===== src/rtl/note_pkg.sv =====
// Shared note encodings, song melody and follower state type.
// Used by the note follower and the staff renderer.
package note_pkg;

  localparam int unsigned w_note      = 12;
  localparam int unsigned song_len    = 62;
  localparam int unsigned hold_cycles = 16;
  localparam int unsigned w_idx       = $clog2(song_len);
  localparam int unsigned w_cnt       = 8;

  // One-hot note codes, bit 11 = C down to bit 0 = B
  localparam logic [w_note-1:0] note_c  = 12'h800;
  localparam logic [w_note-1:0] note_d  = 12'h200;
  localparam logic [w_note-1:0] note_e  = 12'h080;
  localparam logic [w_note-1:0] note_f  = 12'h040;
  localparam logic [w_note-1:0] note_g  = 12'h010;
  localparam logic [w_note-1:0] note_a  = 12'h004;
  localparam logic [w_note-1:0] note_b  = 12'h001;
  localparam logic [w_note-1:0] no_note = 12'h000;

  typedef enum logic [1:0] {
    WAIT_RELEASE = 2'd0,
    ARMED        = 2'd1,
    QUALIFY      = 2'd2,
    DONE         = 2'd3
  } state_t;

  localparam logic [w_note-1:0] song_table [song_len] = '{
    note_e, note_g, note_a, note_g, note_e, note_d, note_c, note_d,
    note_e, note_e, note_d, note_c, note_d, note_e, note_g, note_a,
    note_g, note_e, note_d, note_c, note_c, note_d, note_e, note_f,
    note_g, note_a, note_b, note_a, note_g, note_f, note_e, note_d,
    note_c, note_e, note_g, note_e, note_d, note_f, note_a, note_f,
    note_e, note_g, note_b, note_g, note_f, note_a, note_c, note_a,
    note_g, note_f, note_e, note_d, note_e, note_f, note_g, note_a,
    note_g, note_e, note_d, note_c, note_d, note_c
  };

endpackage


===== src/rtl/note_onset_qualifier.sv =====
// Turns a debounced one-hot note stream into single onset strobes once a note
// has been stable for hold_cycles; a new onset requires silence in between.
module note_onset_qualifier
  import note_pkg::*;
(
  input  logic              clk,
  input  logic              rst_n,
  input  logic              clear,
  input  logic              hold,
  input  logic [w_note-1:0] note_in,
  output logic              onset_valid,
  output logic [w_note-1:0] onset_note
);

  localparam int unsigned w_q = $clog2(hold_cycles + 1);

  state_t            state;
  logic [w_note-1:0] cand;
  logic [w_q-1:0]    qcnt;
  logic              valid_c;
  logic              silent_c;

  // Multi-bit codes are neither valid nor silent
  assign silent_c = (note_in == no_note);
  assign valid_c  = !silent_c && ((note_in & (note_in - w_note'(1))) == no_note);

  always_ff @(posedge clk or negedge rst_n) begin
    if (!rst_n) begin
      state       <= WAIT_RELEASE;
      cand        <= no_note;
      qcnt        <= '0;
      onset_valid <= 1'b0;
      onset_note  <= no_note;
    end else begin
      onset_valid <= 1'b0;
      if (clear) begin
        state <= WAIT_RELEASE;
        qcnt  <= '0;
      end else begin
        case (state)
          WAIT_RELEASE: begin
            if (hold)          state <= DONE;
            else if (silent_c) state <= ARMED;
          end
          ARMED: begin
            if (hold) begin
              state <= DONE;
            end else if (valid_c) begin
              cand  <= note_in;
              qcnt  <= w_q'(1);
              state <= QUALIFY;
            end
          end
          QUALIFY: begin
            if (note_in == cand) begin
              if (qcnt == w_q'(hold_cycles - 1)) begin
                onset_valid <= 1'b1;
                onset_note  <= cand;
                qcnt        <= '0;
                state       <= WAIT_RELEASE;
              end else begin
                qcnt <= qcnt + w_q'(1);
              end
            end else if (valid_c) begin
              cand <= note_in;
              qcnt <= w_q'(1);
            end else begin
              qcnt  <= '0;
              state <= ARMED;
            end
          end
          DONE: state <= DONE;
          default: state <= WAIT_RELEASE;
        endcase
      end
    end
  end

endmodule


===== src/rtl/note_follower.sv =====
// Follows the player through the song: judges each qualified onset against the
// expected note, advances the pointer on hits and keeps saturating scores.
module note_follower
  import note_pkg::*;
(
  input  logic              clk,
  input  logic              rst_n,
  input  logic [w_note-1:0] note_in,
  input  logic              start,
  output logic [w_idx-1:0]  note_idx,
  output logic [w_note-1:0] expected_note,
  output logic              hit_pulse,
  output logic              miss_pulse,
  output logic [w_cnt-1:0]  hit_count,
  output logic [w_cnt-1:0]  miss_count,
  output logic              done
);

  logic              onset_valid;
  logic [w_note-1:0] onset_note;

  note_onset_qualifier u_qual (
    .clk         (clk),
    .rst_n       (rst_n),
    .clear       (start),
    .hold        (done),
    .note_in     (note_in),
    .onset_valid (onset_valid),
    .onset_note  (onset_note)
  );

  assign expected_note = song_table[note_idx];

  // start outranks a judgement arriving in the same cycle
  always_ff @(posedge clk or negedge rst_n) begin
    if (!rst_n) begin
      note_idx   <= '0;
      hit_pulse  <= 1'b0;
      miss_pulse <= 1'b0;
      hit_count  <= '0;
      miss_count <= '0;
      done       <= 1'b0;
    end else begin
      hit_pulse  <= 1'b0;
      miss_pulse <= 1'b0;
      if (start) begin
        note_idx   <= '0;
        hit_count  <= '0;
        miss_count <= '0;
        done       <= 1'b0;
      end else if (onset_valid && !done) begin
        if (onset_note == expected_note) begin
          hit_pulse <= 1'b1;
          if (hit_count != '1) hit_count <= hit_count + w_cnt'(1);
          if (note_idx == w_idx'(song_len - 1)) done <= 1'b1;
          else note_idx <= note_idx + w_idx'(1);
        end else begin
          miss_pulse <= 1'b1;
          if (miss_count != '1) miss_count <= miss_count + w_cnt'(1);
        end
      end
    end
  end

endmodule


===== config.mk =====
export PLATFORM = sky130hd
export DESIGN_NAME = note_follower
export DESIGN_NICKNAME = d
export VERILOG_FILES = /design/src/rtl/note_pkg.sv /design/src/rtl/note_onset_qualifier.sv /design/src/rtl/note_follower.sv
export SDC_FILE = /design/constraint.sdc
export NUM_CORES = 1
export LEC_CHECK = 0
export BUFFER_PORTS_ARGS = -buffer_cell sky130_fd_sc_hd__buf_2
export CAP_MARGIN = 0
export CORE_MARGIN = 8
export CORE_UTILIZATION = 50
export CTS_BUF_LIST = sky130_fd_sc_hd__clkbuf_4
export DETAILED_ROUTE_END_ITERATION = 12
export PLACE_DENSITY = 0.69
export SLEW_MARGIN = 20
export SYNTH_ARGS = -nofsm -noshare
export SYNTH_HDL_FRONTEND = slang
export SYNTH_HIERARCHICAL = 1
export SYNTH_SLANG_ARGS = --single-unit
export TNS_END_PERCENT = 30

===== constraint.sdc =====
create_clock -name clk -period 3.7 [get_ports clk]
set_input_delay 1.11 -clock clk [delete_from_list [all_inputs] [get_ports clk]]
set_output_delay 1.11 -clock clk [all_outputs]
set_load 0.02 [all_outputs]

### Word level (Yosys, flattened, before mapping)

Memory sizes are Yosys's and may differ from the RTL's.
Index checks and enable logic that the tools add are counted.

* register bits: 57
* bits in read-only memories: 768
* input bits: 15
* output and inout bits: 37
* word-level logic and storage cells: 110
* memories: 1

Memory list
* (name not given): depth 64, width 12, read ports 1, clocked after Yosys merged registers in 0, write ports 0, line note_follower.sv:32 `assign expected_note = song_table[note_idx];`

* $add $sub $neg: 5
* magnitude comparators: 1
* equality and inequality tests: 19
* mux-type cells: 48
* bitwise logic cells: 3
* reductions and logical operators: 22

Operators with widths (number)
* two-way mux 8 bit: 8
* two-way mux 12 bit: 5
* two-way mux 5 bit: 5
* == test 12 bit: 2
* logical NOT 12 bit: 2
* two-way mux 6 bit: 4
* case mux 12 bit (2 select lines): 1
* adder 8 x 1 -> 8 bit, second input constant: 2
* two-way mux 2 bit: 8
* inequality test 8 bit, second input constant: 2
* two-way mux 1 bit: 15
* AND reduction 3 bit: 5
* AND 12 bit: 1
* AND reduction 4 bit: 3
* nonzero test 2 bit: 6
* subtractor 12 x 1 -> 12 bit, second input constant: 1
* case mux 5 bit (2 select lines): 1
* inequality test 2 bit, second input constant: 4
* inequality test 4 x 3 -> 1 bit, second input constant: 2
* inequality test 4 bit, second input constant: 2
* case mux 2 bit (4 select lines): 1
* greater-or-equal comparator 7 bit, second input constant: 1
* NOT 6 -> 7 bit: 1
* adder 6 x 1 -> 6 bit, second input constant: 1
* other kinds (12): 15

### Logic depth before layout (Yosys ltp)

* depth after elaboration: 8
* mapped depth: 13
* depth with buffers taken out: 10

### By module

The synthesis kept the hierarchy.

By module, submodules not included
* note_follower: instances 1, cells each 250, area an instance 2164.6 um2, seq. area each 625.6 um2
* note_onset_qualifier: instances 1, cells each 144, area an instance 1740.4 um2, seq. area each 800.8 um2

### Least setup slack after synthesis

No wires, ideal clock.

* path kind: reg-to-reg
* start: register note_idx[0]
* end: register hit_count[7]
* library setup time: 78 ps
* arrival: 3362 ps
* data required time: 3622 ps
* setup slack: 260 ps
* cell stages (with the launch flop): 13
* buffers on the path: 2
* period minus slack after synthesis: 3440 ps
* cells stage by stage: dfrtp_1 > clkbuf_2 > inv_1 > ha_1 > mux2_2 > a211o_1 > nand3_1 > o21ai_0 > xnor2_1 > nand2_2 > buf_6 > or4_1 > a21oi_1

* word-level cells in the longest chain between the ends: 7

Ends and longest elaborated chain
* start, declared: line note_follower.sv:10 `output logic [w_idx-1:0] note_idx,`
* start signal, assigned: line note_follower.sv:56 `else note_idx <= note_idx + w_idx'(1);`
* NOT 6 -> 7 bit (implied by the code): line note_follower.sv:32
* memory (64 x 12 bit)
* two-way mux 12 bit (implied by the code) (2 in a row): line note_follower.sv:32
* net expected_note[9]: line note_follower.sv:11 `output logic [w_note-1:0] expected_note,`
* == test 12 bit: line note_follower.sv:52 `if (onset_note == expected_note) begin`
* nonzero test 2 bit (no line)
* AND reduction 3 bit (no line)
* end signal, assigned: line note_follower.sv:54 `if (hit_count != '1) hit_count <= hit_count + w_cnt'(1);`
* end, declared: line note_follower.sv:14 `output logic [w_cnt-1:0] hit_count,`

The timed path passes the listed nets, and every way through them passes these cells. The select of a mux whose other input is x is not followed.
A chain may end at the register's enable or synchronous reset.

### Final worst setup path

* start: register note_idx[0]
* end: output port expected_note[7]

* word-level cells in the longest chain between the ends: 4

Ends and longest elaborated chain (line)
* NOT 6 -> 7 bit (implied by the code): note_follower.sv:32
* memory (64 x 12 bit)
* two-way mux 12 bit (implied by the code) (2 in a row): note_follower.sv:32
* end, declared: note_follower.sv:11

No other way between the ends. The select of a mux whose other input is x is not followed.

==> run_results.csv <==
group,metric,value,unit
timing,worst_case_clock_skew,16.84,ps
cells_and_area,syn2layout_area_growth,12.21,%
setup_path,critical_path.slowest_cell,"mux4_2",
cts,root_buffer,"clkbuf_4",
setup_path,r2r_setup_slack,370,ps
cells_and_area,num_antenna_cells,0,
cells_and_area,drive_above_1_share,28.13,%
route,drt_first_iter_violations,123,
cts,postCtsSetupBuffers,0,
pwr,cellLeakagePower,1.960,nW
placed_design,port_bufs,46,
timing,final-setup-viol-count,0,
global_route,grt_antenna_before_repair,0,
global_route,grt_util_all_layers,16.77,%
worst_hold_path,hold_path_class,"reg -> reg",
route,routedWlPerCell,16.36,um
yosys,synth-seq-area-share,36.53,%
pwr,switchingPower,0.0002969,W
cells_and_area,nFillCells,684,
global_route,first_global_vias,3228,
cells_and_area,layout.cells.most_common_list,"dfrtp_1 (56), buf_2 (46), nor2_1 (30)",
setup_path,crit_path_max_fanout,12,
global_route,global_route.overflow_total,0,
pwr,cell_internal_pwr,0.0009361,W
timing,final.min_clock_period,3572,ps
cells_and_area,mostFrequentLayoutCell,"dfrtp_1",
pwr,p_per_area,281.4,nW/um^2
timing,finalHoldViolations,0,
timing,max_transition_margin,54.25,%
setup_path,most_prevalent_standard_cell_on_the_critical_path,"inv_1",
yosys,synth-seq-cells,57,
setup_path,worst-path-buf-inv,3,
cts,cts_tree,"built",
job,cap_violations,0,
route,routed_via_density,5.889,
route,wirelength,8999,um
floorplanning,floorplan.initialDensity,51.06,%
yosys,syn_inst,394,
floorplanning,io-pin-count,52,
pwr,combPwrFrac,6.9,%
cts,cts.reportedPaths.clkPinSlew,100,ps
worst_hold_path,min_path_cells,1,
cells_and_area,nNetsFinal,467,
floorplanning,dieArea,10890,sq um
pwr,irDropWorstVdd,180.2,uV
timing,final_critical_path_setup_slack,128.4,ps
floorplanning,dieWidth,104.4,um
setup_path,timing.critical_path.slowest_cell_delay,490,ps
timing,finalCritPeriodShare,96.53,%
floorplanning,fp.coreArea,7647,sq um
cts,htreeDepth,3,
cts,clock_latency_at_the_later_pin_of_the_worst_skew_pair,400,ps
status,run_status,"complete, no violations",
yosys,postSynth.topFlopCell,"dfrtp_1",
yosys,synth_area,3905,sq um
route,detailed_routing_iterations_pass_1,4,
yosys,syn_area_per_cell,9.911,sq um
timing,max_clock_freq,280.0,MHz
timing,final_max_slew_viol_count,0,
pwr,sequentialPowerShare,51.4,%
floorplanning,row_cnt,32,
timing,rsz0062_at_grt,"false",
global_route,grt_max_degree,41,
pwr,clock_network_fraction_of_design_power,41.7,%
placed_design,hpwl,6672,um
setup_path,cp-end-kind,"primary output",
setup_path,path_cells,"inv_1 > ha_1 > mux4_2 > a221o_1 > o21ai_2 > inv_1 > buf_2",
setup_path,critPathTopFamily,"multiplexers",
setup_path,crit_path_start_kind,"flip-flop",
route,antenna_left,0,
setup_path,cp_data_required_time,2590,ps
setup_path,timing.critical_path.arrival,2460,ps
pwr,power.share.switching,24.08,%
timing,worst_pin_slew,677.7,ps
yosys,synth-edff-count,0,
setup_path,r2r-end,"note_idx[4]",
floorplanning,die_h,104.4,um
yosys,yosys_warnings,6,
setup_path,path_class,"reg -> out",
global_route,grt_pass1_wl,15390,um
route,drt_drc_violations_left,0,
worst_hold_path,worst_min_delay_path_endpoint,"u_qual/onset_note[3]",
placed_design,place_ws,292.2,ps
timing,tns,0,ps
placed_design,routabilityCongestion,0.8272,
yosys,yosys.cell_types.count,75,
route,routed-via-count,3239,
cts,cts-buffers-inserted,9,
cts,cts_max_path_buffers,2,
cts,cts.sink_count,57,
yosys,ys_async_sr_fraction,100.0,%
setup_path,worst_reg_to_reg_cells,11,
setup_path,r2r_start,"note_idx[0]",
worst_hold_path,min_from,"u_qual/onset_note[3]",
-- routing by layer --
layer / global-route usage (%) / vias to the layer above / routed length [um] / part of all wire (%)
met5: 0 / - / 0 / 0
li1: - / 1560 / - / -
met2: 27.64 / 76 / 4431 / 49
met1: 21.26 / 1596 / 4104 / 46
met3: 3.965 / 7 / 390 / 4.3
met4: 4.757 / 0 / 72 / 0.80
-- worst register-to-register path, delay by kind of cell, from the launching register on --
family,cells,cell delay [ps]
buf+inv,1,180
flops,1,470
fa+ha+maj,2,460
compound gates,2,590
simple gates,6,1570
-- Yosys cell counts (3+ instances only) --
cell        n  share of area (%)
inv_1       9               0.87
or4_1       6                1.2
and3_1     10                1.6
xor2_1      6                1.3
and2_1      4               0.64
nor2_1     30                2.9
nand2b_1    6               0.96
o21ai_0     9                1.2
o211ai_1    5               0.96
a21oi_1    10                1.3
a31oi_1     9                1.4
a2111oi_2   3                1.2
nor3b_1     5               0.96
a31o_2      3               0.67
nand2_1    16                1.5
nand3_1    14                1.8
clkbuf_1    6               0.58
mux2_2     23                6.6
xnor2_1    19                4.3
buf_2       9                1.2
ha_1        9                2.9
dfrtp_1    57                 37
mux2_4     11                4.2
nor2b_1    12                1.9
or3_1       4               0.64
buf_4       5               0.96
nor3_1     11                1.4
nor4_1      6               0.96
mux2i_1     6                1.5
nand4_1    10                1.6
buf_6       3               0.87
-- power by group through the flow --
stage	clock, W	combinational (W)	sequential [W]
global placement	0	0.0000832	0.000646
finish	0.000514	0.0000851	0.000634
floorplan	0	0.0000494	0.000644
global route	0.000558	0.0000948	0.000635
detailed placement	0	0.0000850	0.000646
CTS	0.000529	0.0000855	0.000634
-- how the worst max path moves through the flow --
stage	startpoint	end	slack, ps	cells after the start
global placement	note_in[2]	u_qual/cand[0]	370	7
global route	note_idx[0]	expected_note[7]	10	7
finish	note_idx[0]	expected_note[7]	130	7
detailed placement	note_in[2]	u_qual/cand[0]	290	7
floorplan	note_idx[0]	hit_count[7]	260	12
CTS	note_idx[0]	expected_note[7]	10	7
-- state kept, by name (all words and copies together) (netlist names), 2 cells and up --
name,cells
hit_count,8
miss_count,8
note_idx,6
u_qual/cand,12
u_qual/onset_note,12
u_qual/qcnt,5
u_qual/state,2
-- cell type report --
cell class                 count  area [sq um]  area share, %
clock inverter                 6         81.33          1.856
timing repair buffer          58         320.3          7.310
multi-input combinational    308          2316          52.86
clock buffer                  10         75.07          1.713
tap                          102         127.6          2.913
sequential                    57          1428          32.58
inverter                       9         33.78         0.7710
-- metrics by stage --
step / utilization [%] / hold slack, ps / area, sq um / std cells / total power, W
after floorplan: - / 453.2 / 3920 / 398 / 0.0006937
after global placement: 55.24 / 477.5 / 4224 / 534 / 0.0007289
after detailed placement: 55.24 / 498.6 / 4224 / 534 / 0.0007310
after CTS: 57.28 / 516.2 / 4380 / 550 / 0.001248
after global routing: 57.30 / 542.4 / 4382 / 550 / 0.001288
final: 57.30 / 519.8 / 4382 / 550 / 0.001233
-- what timing repair did --
| item | 4_1_cts | 5_1_grt |
|---|---|---|
| gates resized for setup | 0 | 2 |
| endpoints found under the setup margin | 0 | 3 |
| hold buffers | 0 | 0 |
-- cell families (layout without fill, tap and decap cells) --
| kind of cell | count (synthesis) | after routing | synth area share [%] |
|---|---|---|---|
| simple gates | 155 | 155 | 23.10 |
| compound gates | 71 | 71 | 13.71 |
| flops | 57 | 57 | 36.53 |
| mux | 42 | 42 | 13.27 |
| buf+inv | 33 | 83 | 4.550 |
| xor+xnor | 25 | 25 | 5.607 |
| fa+ha+maj | 10 | 10 | 3.140 |
| other cells | 1 | 5 | 0.09603 |
No activity file was read; power rests on OpenSTA's default activity.
